$ cat src/rtl/fetch_if.sv
// Fetch stage bus bundle: control and redirect inputs, ROM address/data pair,
// and the instruction presented to decode.
interface fetch_if;
  logic       Start;
  logic       stall;
  logic       branch_taken;
  logic [5:0] branch_target;
  logic [8:0] rom_data;
  logic [5:0] pc;
  logic [8:0] ir;
  logic [5:0] ir_pc;
  logic       ir_valid;
  logic       Done;

  // Environment side: drives control, redirects and ROM data, observes fetch outputs.
  modport master (
    output Start, stall, branch_taken, branch_target, rom_data,
    input  pc, ir, ir_pc, ir_valid, Done
  );

  // Fetch unit side.
  modport slave (
    input  Start, stall, branch_taken, branch_target, rom_data,
    output pc, ir, ir_pc, ir_valid, Done
  );
endinterface

$ cat src/rtl/fetch_unit.sv
// Program counter and fetch register for a 64x9 combinational instruction ROM.
// Runs from START_PC on Start, honours redirect > stall > fetch each cycle, and
// parks in HALT once the halt word has been fetched.
module fetch_unit #(
  parameter logic [5:0] START_PC  = 6'd0,
  parameter logic [8:0] HALT_WORD = 9'h1FF
) (
  input  logic   Clk,
  input  logic   Reset,
  fetch_if.slave bus
);

  typedef enum logic [1:0] {IDLE, RUN, HALT} state_t;

  state_t     state_reg;
  logic [5:0] pc_reg;
  logic [8:0] ir_reg;
  logic [5:0] ir_pc_reg;
  logic       ir_valid_reg;
  logic       done_reg;

  assign bus.pc       = pc_reg;
  assign bus.ir       = ir_reg;
  assign bus.ir_pc    = ir_pc_reg;
  assign bus.ir_valid = ir_valid_reg;
  assign bus.Done     = done_reg;

  // Sequencer: state plus every registered output, updated together.
  always_ff @(posedge Clk) begin
    if (Reset) begin
      state_reg    <= IDLE;
      pc_reg       <= 6'd0;
      ir_reg       <= 9'd0;
      ir_pc_reg    <= 6'd0;
      ir_valid_reg <= 1'b0;
      done_reg     <= 1'b0;
    end else begin
      case (state_reg)
        IDLE: begin
          ir_valid_reg <= 1'b0;
          if (bus.Start) begin
            state_reg <= RUN;
            pc_reg    <= START_PC;
          end
        end

        RUN: begin
          if (bus.branch_taken) begin
            // Wrong-path word is dropped; the ROM output this cycle is never looked at.
            pc_reg       <= bus.branch_target;
            ir_valid_reg <= 1'b0;
          end else if (!bus.stall) begin
            ir_reg       <= bus.rom_data;
            ir_pc_reg    <= pc_reg;
            ir_valid_reg <= 1'b1;
            if (bus.rom_data == HALT_WORD) begin
              // PC stays on the halt word's address.
              state_reg <= HALT;
              done_reg  <= 1'b1;
            end else begin
              pc_reg <= pc_reg + 6'd1;
            end
          end
        end

        HALT: begin
          if (bus.Start) begin
            state_reg    <= RUN;
            pc_reg       <= START_PC;
            done_reg     <= 1'b0;
            ir_valid_reg <= 1'b0;
          end else if (!bus.stall) begin
            // Halt word is delivered exactly once unless decode is stalled on it.
            ir_valid_reg <= 1'b0;
          end
        end

        default: begin
          state_reg    <= IDLE;
          ir_valid_reg <= 1'b0;
          done_reg     <= 1'b0;
        end
      endcase
    end
  end

endmodule

$ cat src/flat_wrapper.sv
// flat-port wrapper written by rule: the top's interface ports become plain ports
module fetch_unit_flat 
#(
  parameter logic [5:0] START_PC  = 6'd0,
  parameter logic [8:0] HALT_WORD = 9'h1FF
)
  (Clk, Reset, bus_Start, bus_stall, bus_branch_taken, bus_branch_target, bus_rom_data, bus_pc, bus_ir, bus_ir_pc, bus_ir_valid, bus_Done);
  fetch_if bus_i ();
  input  logic Clk;
  input  logic Reset;
  input wire logic [$bits(bus_i.Start)-1:0] bus_Start;
  input wire logic [$bits(bus_i.stall)-1:0] bus_stall;
  input wire logic [$bits(bus_i.branch_taken)-1:0] bus_branch_taken;
  input wire logic [$bits(bus_i.branch_target)-1:0] bus_branch_target;
  input wire logic [$bits(bus_i.rom_data)-1:0] bus_rom_data;
  output wire logic [$bits(bus_i.pc)-1:0] bus_pc;
  output wire logic [$bits(bus_i.ir)-1:0] bus_ir;
  output wire logic [$bits(bus_i.ir_pc)-1:0] bus_ir_pc;
  output wire logic [$bits(bus_i.ir_valid)-1:0] bus_ir_valid;
  output wire logic [$bits(bus_i.Done)-1:0] bus_Done;
  assign bus_i.Start = bus_Start;
  assign bus_i.stall = bus_stall;
  assign bus_i.branch_taken = bus_branch_taken;
  assign bus_i.branch_target = bus_branch_target;
  assign bus_i.rom_data = bus_rom_data;
  assign bus_pc = bus_i.pc;
  assign bus_ir = bus_i.ir;
  assign bus_ir_pc = bus_i.ir_pc;
  assign bus_ir_valid = bus_i.ir_valid;
  assign bus_Done = bus_i.Done;
  fetch_unit #(.START_PC(START_PC), .HALT_WORD(HALT_WORD)) u_core (.Clk(Clk), .Reset(Reset), .bus(bus_i));
endmodule
$ cat config.mk
export PLATFORM = sky130hd
export DESIGN_NAME = fetch_unit_flat
export DESIGN_NICKNAME = d
export VERILOG_FILES = /design/src/rtl/fetch_if.sv /design/src/rtl/fetch_unit.sv /design/src/flat_wrapper.sv
export SDC_FILE = /design/constraint.sdc
export NUM_CORES = 1
export LEC_CHECK = 0
export BUFFER_PORTS_ARGS = -buffer_cell sky130_fd_sc_hd__buf_2
export CAP_MARGIN = 15
export CORE_UTILIZATION = 31
export DETAILED_ROUTE_END_ITERATION = 10
export HOLD_SLACK_MARGIN = 0.05
export PLACE_DENSITY = 0.63
export SKIP_LAST_GASP = 1
export SYNTH_ARGS = -nofsm -noshare
export SYNTH_HDL_FRONTEND = slang
export SYNTH_SLANG_ARGS = --single-unit
$ cat constraint.sdc
create_clock -name Clk -period 1.7 [get_ports Clk]
set_input_delay 0.085 -clock Clk [delete_from_list [all_inputs] [get_ports Clk]]
set_output_delay 0.085 -clock Clk [all_outputs]
set_load 0.02 [all_outputs]
### Word-level counts from Yosys, hierarchy flattened

Cells that the tools add are included.

* flip-flop bits (word level): 25
* bits of input ports: 20
* word-level logic and storage cells: 49
* output and inout bits: 23

* muxes and demuxes: 20
* add/subtract/negate cells: 1
* reductions and logical operators: 8
* equal/unequal tests: 11
* bitwise gates (word level): 3

Operator list (count)
* 2-to-1 mux 6 bit: 4
* case mux 6 bit (2 select lines): 1
* == test 9 bit (second input constant): 1
* inequality test 3 bit (second input constant): 3
* 2-to-1 mux 1 bit: 8
* 2-to-1 mux 2 bit: 4
* AND reduction 4 bit: 2
* adder 6 x 1 -> 6 bit (second input constant): 1
* inequality test 2 bit (second input constant): 3
* AND reduction 5 bit: 1
* inequality test 2 x 1 -> 1 bit (second input constant): 2
* case mux 2 bit (2 select lines): 1
* inverter 1 bit: 3
* case mux 1 bit (3 select lines): 1
* AND reduction 3 bit: 1
* == test 2 x 1 -> 1 bit (second input constant): 1
* == test 2 bit (second input constant): 1
* logical NOT 2 bit: 1
* case mux 1 bit (2 select lines): 1
* AND reduction 2 bit: 1
* nonzero test 2 bit: 1
* OR reduction 2 bit: 1

### Depth between registers and ports, before layout

* depth after elaboration: 5
* depth in mapped cells: 6
* mapped depth without buffers: 5

### Worst setup path after synthesis

No wires, ideal clock.

* path kind: reg2reg
* from: register u_core.state_reg[0]
* to: register u_core.ir_reg[3], in the netlist u_core.bus.ir[3]
* period minus slack after synthesis: 1.594 ns
* arrival: 1.460 ns
* required time: 1.567 ns
* setup time: 0.133 ns
* stages on the path, launching flop included: 7
* setup slack: 0.106 ns
* path buffers: 2
* path through: dfxtp_1 or3b_4 or2_2 buf_2 buf_6 nand2_1 a21oi_1

* cells in the longest elaborated chain, start to end: 2

Ends and longest elaborated chain
* from (decl): RTL line fetch_unit.sv:15 `state_t state_reg;`
* from (signal assigned): RTL line fetch_unit.sv:31 `state_reg <= IDLE;`
* from (signal assigned): RTL line fetch_unit.sv:42 `state_reg <= RUN;`
* from (signal assigned): RTL line fetch_unit.sv:58 `state_reg <= HALT;`
* == test 2 x 1 -> 1 bit: RTL line fetch_unit.sv:38 `case (state_reg)`
* AND reduction 3 bit (no line)
* to (signal assigned): RTL line fetch_unit.sv:53 `ir_reg <= bus.rom_data;`
* to (decl): RTL line fetch_unit.sv:17 `logic [8:0] ir_reg;`

Every way passes these cells.
A chain may end at the register's enable or synchronous reset.

### Final worst setup path

* from: register u_core.state_reg[1]
* to: register u_core.pc_reg[5], in the netlist u_core.bus.pc[5]

* cells in the longest elaborated chain, start to end: 4
* elaborated cells on any way between the ends: 10
* those cells by class: 5 x eq/ne; 1 x mux; 4 x reduce/logical

Ends and longest elaborated chain
* == test 2 bit / logical NOT 2 bit (equally long branches): RTL line fetch_unit.sv:38
* OR reduction 2 bit (no line)
* inequality test 2 x 1 -> 1 bit (no line) / nonzero test 2 bit (equally long branches)
* AND reduction 4 bit (no line)
* to (signal assigned): RTL line fetch_unit.sv:50 `pc_reg <= bus.branch_target;`
* to (signal assigned): RTL line fetch_unit.sv:61 `pc_reg <= pc_reg + 6'd1;`
* to (decl): RTL line fetch_unit.sv:16 `logic [5:0] pc_reg;`

Parallel ways exist; a longest one is shown, timed or not.

==> results.tsv <==
stage	metric	value	unit
detailed_routing	vias	1109	
timing	slew_headroom	73.1	%
floorplan	die_width	62.9	um
clock_tree	cts_buffers	3	
detailed_routing	wl	2700	um
timing	period_share	94.2	%
synth	synthCells	143	
placed_design	gp_congestion	0.746	
clock_tree	cts_hold_buffers	0	
synth	yosysUniqueCellTypes	37	
synth	synth_edf_count	0	
power_and_ir_drop	leakage	0.648	nW
timing	worst_slew_pin_slew	401	ps
synth	async_reset_ff_share	0	%
synth	avgSynthCellArea	8.04	um^2
global_route	grtUsageMet2	22.6	%
final_layout	final_util	43.1	%
timing	setup_tns	0	ps
global_route	grt_max_degree	16	
timing	hold_violations	0	
final_layout	fin_cells	236	
synth	ys_warn_count	0	
placed_design	dp.cells	232	
detailed_routing	drt-vias-per-instance	4.70	
synth	ys_seq_elements	25	
timing	slew_viol_final	0	
clock_tree	cts_tree	yes	
final_layout	n_fill_cell	358	
clock_tree	htree_levels	1	
worst_setup_path	crit_required	1880	ps
worst_setup_path	cp_max_fo	6	
global_route	grt.total_usage	14.1	%
synth	netlist_area	1150	um^2
final_layout	layout_common_cells	42 x buf_2, 38 x nand2_1, 25 x dfxtp_1	
worst_setup_path	arrival	1790	ps
timing	fmax	624	MHz
final_layout	largest_reg_flops	9	
detailed_routing	initialDrtViolationCount	45	
placed_design	numPortBuffers	42	
floorplan	core	3440	um^2
final_layout	drive_gt1_share	31.1	%
detailed_routing	dr.pass1.iters	4	
worst_setup_path	critPathLaunchType	register	
final_layout	multiInputGateArea	591	um^2
floorplan	io_pins	43	
clock_tree	post_cts_buffers	0	
timing	setup_ws	98.2	ps
final_layout	final-seq-area	500	um^2
worst_setup_path	worstSetupEndpointType	register	
timing	rsz0062_at_grt	false	
synth	ys_seq_area_share	43.5	%
clock_tree	cts-root-buf	clkbuf_8	
final_layout	antenna_cells	0	
clock_tree	clk_pin_slew_worst_paths	90	ps
placed_design	hpwl	2090	um
hold_path	min_path_cells	3	
global_route	grt.busiest_layer	met2	
floorplan	core.rowCount	21	
clock_tree	cts_resized	0	
synth	synthFlopType	dfxtp_1	
global_route	grt_pass1_vias	978	
global_route	grt_pass1_wl	4410	um
worst_setup_path	worst_r2r_path_depth	4	
floorplan	die_h	62.9	um
hold_path	worstHoldPathType	input port to register	
power_and_ir_drop	peakVddDrop	288	uV
floorplan	die-area	3960	um^2
timing	holdWs	60.3	ps
final_layout	syn2layout_area_growth	29.1	%
floorplan	initial_core_util	33.4	%
power_and_ir_drop	powerDensity	749	nW/um^2
timing	layout_min_cycle_time	1600	ps
detailed_routing	ant_nets	0	
global_route	grt_antenna_before_repair	0	
placed_design	dp_slack	108	ps
outcome	outcome	complete, no violations	
worst_setup_path	critPathKind	register to register	
clock_tree	clock_sinks	25	
job	cap_violations	0	
global_route	grt.met1_usage	18.4	%
detailed_routing	route.detailed.drc	0	
synth	synth_nets	164	
detailed_routing	wl_per_cell	11.4	um
final_layout	mostFrequentLayoutCell	buf_2	
global_route	grt_overflow	0	
clock_tree	max-clock-path-buffers	2	
timing	setup_viol	0	
timing	worst_clock_skew	1.30	ps
clock_tree	clkLatencyLatePin	260	ps
global_route	grtUsageMet3	2.55	%
final_layout	layout.nets	212	
[cells in the mapped netlist (2+ instances only)]
cell type  count  area share, %
o211ai_1       2            1.3
clkbuf_1       2           0.65
nand2b_1       3            1.6
nor2_2         2            1.1
nand2_1       38             12
o21ai_0        3            1.3
a21oi_1       18            7.8
nor2_1         4            1.3
nand3_1        4            1.7
dfxtp_1       25             44
xnor2_1        2            1.5
or4_1          2            1.3
buf_2          2           0.87
nor3_1         2           0.87
o21a_1         2            1.3
mux2i_1        3            2.6
inv_1          7            2.3
a22oi_1        2            1.3
o31ai_1        2            1.3
[worst max-delay path, cell delays in order (launching register included)]
cell     delay [ps]
dfxtp_1         350
or3b_4          440
nor4_4          400
nor2_2          130
o32ai_2         200
[path summary, 6_finish.rpt]
path / slack [ps] / startpoint / endpoint
max: 100 / u_core.state_reg[1] / u_core.bus.pc[5]
min: 60 / bus_rom_data[2] / u_core.bus.ir[2]
max reg2reg: 100 / u_core.state_reg[1] / u_core.bus.pc[5]
min reg2reg: 450 / u_core.bus.ir[8] / u_core.bus.ir[8]
[layer usage]
metal	vias to the layer above	routed length [um]
met5	-	0
met4	0	23
met3	2	126
met2	31	1200
met1	490	1350
li1	586	-
[stage by stage]
step,total power [mW],area (um^2)
global placement,0.778,1440
detailed placement,0.778,1440
finish,1.11,1480
global route,1.17,1480
CTS,1.12,1480
floorplan,0.713,1150
[cells by family after synthesis]
logic type | after synthesis | synth area share [%]
compound gates | 35 | 18.9
buf+inv | 13 | 5.11
fa+ha+maj | 1 | 1.09
xor+xnor | 2 | 1.52
flops | 25 | 43.5
mux | 3 | 2.61
simple gates | 64 | 27.2
[report_power, final]
group          switching (mW)  internal (mW)  total [mW]
registers              0.0103          0.599       0.609
clock network           0.184          0.164       0.348
logic                  0.0902         0.0641       0.154
total                   0.285          0.826        1.11
[cell type report]
class / count / share of cell area, %
clock inverters: 1 / 0.337
well taps: 46 / 3.88
clock buffers: 3 / 2.78
flip-flops and latches: 25 / 33.7
inverters: 7 / 1.77
multi-input cells: 105 / 39.8
repair buffers: 49 / 17.7
No activity file was read; power rests on OpenSTA's default activity.
